### src/rtl/alu_apb_master.sv
// APB master that turns single command/response handshakes into APB transfers to the ALU slave.
// Latency: accept N, SETUP N+1, ACCESS N+2.., response valid the cycle after ACCESS exit; cmd_ready held low until the response is taken.
module alu_apb_master #(
    parameter int unsigned TIMEOUT_CYCLES = 16
) (
    input  logic        clk,
    input  logic        reset_n,
    input  logic        cmd_valid,
    output logic        cmd_ready,
    input  logic        cmd_write,
    input  logic [31:0] cmd_addr,
    input  logic [31:0] cmd_wdata,
    output logic        rsp_valid,
    input  logic        rsp_ready,
    output logic [31:0] rsp_rdata,
    output logic        rsp_err,
    output logic        rsp_timeout,
    output logic        psel,
    output logic        penable,
    output logic        pwrite,
    output logic [31:0] paddr,
    output logic [31:0] pwdata,
    input  logic        pready,
    input  logic        pslverr,
    input  logic [31:0] prdata
);

    typedef enum logic [1:0] {IDLE, SETUP, ACCESS, RESP} state_t;

    state_t     state, next_state;
    logic [7:0] cnt;
    logic       ready_q;
    logic       accept;
    logic       timeout_hit;

    assign accept      = (state == IDLE) && cmd_valid && ready_q;
    assign timeout_hit = (cnt == 8'(TIMEOUT_CYCLES));

    always_comb begin
        next_state = state;
        case (state)
            IDLE:    if (accept) next_state = SETUP;
            SETUP:   next_state = ACCESS;
            ACCESS:  if (pready || timeout_hit) next_state = RESP;
            RESP:    if (rsp_ready) next_state = IDLE;
            default: next_state = IDLE;
        endcase
    end

    always_ff @(posedge clk or negedge reset_n) begin
        if (!reset_n) state <= IDLE;
        else          state <= next_state;
    end

    // cmd_ready is registered so it never depends on cmd_valid, and stays low until the first edge after reset.
    always_ff @(posedge clk or negedge reset_n) begin
        if (!reset_n) begin
            ready_q     <= 1'b0;
            pwrite      <= 1'b0;
            paddr       <= '0;
            pwdata      <= '0;
            cnt         <= '0;
            rsp_rdata   <= '0;
            rsp_err     <= 1'b0;
            rsp_timeout <= 1'b0;
        end else begin
            ready_q <= (next_state == IDLE);
            if (accept) begin
                pwrite <= cmd_write;
                paddr  <= cmd_addr;
                pwdata <= cmd_wdata;
            end
            case (state)
                SETUP: cnt <= 8'd1;
                ACCESS: begin
                    // A late pready on the final allowed cycle still counts as a normal completion.
                    if (pready) begin
                        rsp_rdata   <= pwrite ? 32'd0 : prdata;
                        rsp_err     <= pslverr;
                        rsp_timeout <= 1'b0;
                    end else if (timeout_hit) begin
                        rsp_rdata   <= 32'd0;
                        rsp_err     <= 1'b1;
                        rsp_timeout <= 1'b1;
                    end else begin
                        cnt <= cnt + 8'd1;
                    end
                end
                default: ;
            endcase
        end
    end

    assign cmd_ready = ready_q;
    assign psel      = (state == SETUP) || (state == ACCESS);
    assign penable   = (state == ACCESS);
    assign rsp_valid = (state == RESP);

endmodule
### config.mk
export PLATFORM = sky130hd
export DESIGN_NAME = alu_apb_master
export DESIGN_NICKNAME = d
export VERILOG_FILES = /design/src/rtl/alu_apb_master.sv
export SDC_FILE = /design/constraint.sdc
export NUM_CORES = 1
export LEC_CHECK = 0
export CAP_MARGIN = 40
export CORE_UTILIZATION = 25
export CTS_CLUSTER_SIZE = 16
export DETAILED_ROUTE_END_ITERATION = 10
export DONT_BUFFER_PORTS = 1
export REMOVE_ABC_BUFFERS = 1
export SYNTH_ARGS = -nofsm -noshare
export SYNTH_HDL_FRONTEND = slang
export SYNTH_SLANG_ARGS = --single-unit
### constraint.sdc
create_clock -name clk -period 2 [get_ports clk]
set_input_delay 0.4 -clock clk [delete_from_list [all_inputs] [get_ports clk]]
set_output_delay 0.4 -clock clk [all_outputs]
set_load 0.005 [all_outputs]
---- Yosys cells after proc, flatten, opt, wreduce, memory -nomap -nowiden ----
Index checks and enable logic that the tools add are counted.
operators by class
  add/sub/neg operators ................... 1
  equal/unequal tests ..................... 6
  multiplexer cells ....................... 13
  reductions and logical operators ........ 10
operators by type and width
  kind                                                              number
  32-bit two-way mux                                                3
  8-bit two-way mux                                                 2
  8-bit one-hot mux with 2 select lines                             1
  8-bit by 1-bit adder with 8-bit output (second input constant)    1
  8-bit by 5-bit == test with 1-bit output (second input constant)  1
  2-bit one-hot mux with 4 select lines                             1
  2-bit two-way mux                                                 3
  2-bit == test (second input constant)                             2
  2-bit zero test                                                   2
  2-bit inequality test (second input constant)                     2
  2-bit nonzero test                                                2
  1-bit two-way mux                                                 3
  3-bit AND reduction                                               1
  2-bit by 1-bit == test with 1-bit output (second input constant)  1
  1-bit logical AND                                                 2
  1-bit logical OR                                                  2
  2-bit AND reduction                                               1
storage, ports and cells
  flip-flop bits (word level) ............. 110
  input bits .............................. 103
  output and inout port bits .............. 103
  word-level logic and storage cells ...... 39

---- Longest topological paths before layout ----
  depth in word-level cells ............... 6
  mapped depth ............................ 8
  gate-level depth less buffers ........... 6

---- Worst setup path after synthesis ----
No wires, ideal clock.
  kind .................................... register to register
  start point ............................. register state[1]
  end point ............................... register paddr[0]
  setup time .............................. 0.125 ns
  arrival ................................. 1.592 ns
  data required time ...................... 1.875 ns
  path slack .............................. 0.283 ns
  cell stages (with the launch flop) ...... 7
  path buffers ............................ 2
  period minus slack after synthesis ...... 1.717 ns
  cells stage by stage .................... dfrtp_1 > inv_1 > ha_1 > and3_1 > buf_2 > buf_2 > mux2_2
on the way
  cells in the longest elaborated chain, start to end .. 3
RTL lines
  element                         line  RTL
  start, declared                 30    state_t state, next_state;
  start signal, assigned          52    else state <= next_state;
  2-bit zero test                 36    assign accept = (state == IDLE) && cmd_valid && ready_q;
  1-bit logical AND (2 in a row)  36
  end signal, assigned            70    paddr <= cmd_addr;
  end, declared                   21    output logic [31:0] paddr,
No other way between the ends.
A chain may end at the register's enable or synchronous reset.

---- Final worst setup path ----
  start point ............................. register state[0]
  end point ............................... register pwdata[8]
on the way
  cells in the longest elaborated chain, start to end .. 3
RTL lines
  element                         line  RTL
  2-bit zero test                 36
  1-bit logical AND (2 in a row)  36
  end signal, assigned            71    pwdata <= cmd_wdata;
  end, declared                   22    output logic [31:0] pwdata,
No other way between the ends.

==> qor.csv <==
stage,metric,value,unit
outcome,status,"finished, violations left",
outcome,violations,hold timing,
setup_path,crit_arrival,2090,ps
sta,finalHoldWorstSlack,-255.3,ps
cts,htreeDepth,3,
global_route,grt_pass1_wl,14790,um
die,die_w,139.8,um
sta,fmax,536.8,MHz
drt,vias,2642,
setup_path,reg2reg_slack,140,ps
setup_path,rr_startpoint,state[0],
setup_path,path_class,flip-flop to flip-flop,
yosys,yosysTopAreaCellShare,0.5797,
global_route,antenna_found_initial,0,
die,num_rows,50,
yosys,synth_warnings,0,
setup_path,cp_data_required_time,2230,ps
yosys,ys.flop_type,dfrtp_1,
cts,post_cts_resized,0,
yosys,synth_area,4748,um^2
yosys,synth.most_common_cell,dfrtp_1,
cts,root_buffer,clkbuf_16,
drt,drtIter0Drc,106,
global_route,overflow,0,
sta,tns,0,ps
placed_design,gp_congestion,0.7477,
sta,slew_headroom,0.6480,
cts,clk_pin_slew,70,ps
setup_path,slowest_delay,420,ps
setup_path,ff2ff_path_depth,5,
layout,drive_gt1_frac,0.4178,
drt,wl_per_cell,15.59,um
sta,period_needed,1863,ps
cts,cts_buffers,9,
die,core_area,18640,um^2
setup_path,path_delay_family,flip-flops,
sta,fin_skew,12.81,ps
yosys,synthTopCellsByCount,"dfrtp_1 (110), mux2_2 (66), inv_1 (36)",
placed_design,portBuffers,0,
cts,ctsLongestPathBuffers,2,
global_route,grt_pass1_vias,2847,
yosys,async_flop_share,1.000,
yosys,avgSynthCellArea,13.41,um^2
yosys,synth_edf_count,0,
drt,wirelength,9246,um
setup_path,cp_cell_sequence,inv_1 -> ha_1 -> and3_2 -> buf_12 -> mux2_2,
setup_path,crit_slowest_cell,dfrtp_1,
power_and_ir_drop,peakVddDrop,0.4638,mV
drt,drt_pass1_iterations,4,
sta,worst_slew_pin_slew,527.9,ps
layout,fin_nets,463,
run,maxCapViolations,0,
yosys,synth_top_cell_by_area,dfrtp_1,
setup_path,endpoint_kind,flip-flop,
die,die_h,139.8,um
sta,finalHoldViolCount,110,
drt,drc,0,
cts,cts.sinks,110,
cts,clk_latency,350,ps
setup_path,cp-start-kind,flip-flop,
yosys,yosysSeqAreaShare,0.5797,
cts,cts_tree,done,
yosys,syn-instance-count,354,
setup_path,r2r-end,pwdata[8],
drt,detail-route-antenna-nets,0,
layout,layoutNonFillerInstCount,593,
yosys,ys_ff_latch,110,
placed_design,dp_cells,576,
die,ioPinCount,206,
yosys,netlist_top_cells_area,"dfrtp_1 (58%), mux2_2 (16%), nand3_2 (5.7%)",
drt,vias_per_cell,4.455,
power_and_ir_drop,p_leak,0.002209,uW
layout,synthToLayoutAreaGrowth,11.12,%
setup_path,critPathBufInv,2,
global_route,grtUsageTotal,0.09728,
sta,maxSlewViolCount,0,
worst_hold_path,hp-class,input pin to async pin,
global_route,grt_max_degree,111,
sta,min_period_over_period,0.9315,
sta,finalSetupViolCount,0,
setup_path,path_max_fanout,64,
die,start_util,0.2547,
placed_design,dpl.hpwl,6548,um
yosys,synth_cell_types,35,
die,die_area,19550,um^2
layout,diodes,0,
power_and_ir_drop,powerDensity,1548,nW/um^2
==> through the flow <==
stage / worst slack, ps / total power [uW] / util / hold WS, ps / area, um^2
after floorplan: -961.8 / 5808 / - / 104.4 / 4596
after global placement: 191.6 / 6393 / 0.2668 / 107.0 / 4975
after detailed placement: 106.3 / 6524 / 0.2668 / 106.6 / 4975
after CTS: 104.3 / 8324 / 0.2826 / -278.9 / 5269
after global routing: -0.8133 / 8764 / 0.2830 / -287.3 / 5276
final: 137.0 / 8169 / 0.2830 / -255.3 / 5276
==> final cells by class <==
type                    instances  area [um^2]
inverters                      36        135.1
clock inverters                 5        41.29
flip-flops and latches        110         2753
multi-input cells             189         1717
fillers                      1887        13370
well taps                     234        292.8
repair buffers                  8        85.08
clock buffers                  11        252.7
==> how the worst max path moves through the flow <==
stage | start | endpoint | slack [ps] | cells past startpoint
after detailed placement | cnt[5] | rsp_rdata[0] | 110 | 5
after floorplan | state[0] | cnt[7] | -960 | 6
after global routing | state[0] | rsp_rdata[1] | -0.8 | 7
after CTS | cnt[5] | rsp_rdata[0] | 100 | 5
final | state[0] | pwdata[8] | 140 | 5
after global placement | cnt[5] | rsp_rdata[0] | 190 | 5
==> cell usage in the layout, fill, tap and decap left out, types with 4 or more instances in the layout <==
master	instances
o21ai_2	27
nor2b_1	4
o21ai_0	9
nand2_1	14
nand3_2	27
ha_1	6
mux2_2	66
clkbuf_16	9
inv_1	36
dfrtp_1	110
buf_4	6
nand3_1	6
==> power breakdown <==
part	internal, uW	switching, uW	total [uW]
combinational	1170	1090	2250
clock	925	822	1750
sequential	3300	872	4170
total	5390	2780	8170
==> state kept, by name, summed over array words and instances (netlist names), 2 cells and up <==
name,cells
rsp_rdata,32
pwdata,32
cnt,8
paddr,32
state,2
==> worst register-to-register path: stages (launching register included) <==
cell	delay (ps)
dfrtp_1	420
inv_1	100
ha_1	240
and3_2	260
buf_12	280
mux2_2	460
==> metal layers <==
layer	global-route usage	part of all wire	up-vias	wire (um)
li1	-	-	1206	-
met1	0.1028	0.38	1282	3514
met2	0.1697	0.51	147	4706
met3	0.04542	0.10	7	933
met4	0.03297	0.010	0	92
met5	0	0	-	0
==> cells by family (layout without fill, tap and decap cells) <==
group,Yosys count,in the layout,synth area share
AOI/OAI and AO/OA,49,49,0.08169
xor gates and xnor gates,1,1,0.001845
adders and majority gates,6,6,0.01581
buffers and inverters,55,60,0.06060
DFF,110,110,0.5797
muxes,66,66,0.1565
and+or+nand+nor,67,67,0.1038
==> repair_timing <==
item / CTS / global route
setup buffers: 0 / 1
setup endpoints to repair: 0 / 9
hold endpoints to repair: 110 / 110
(Power assumes the default switching activity.)
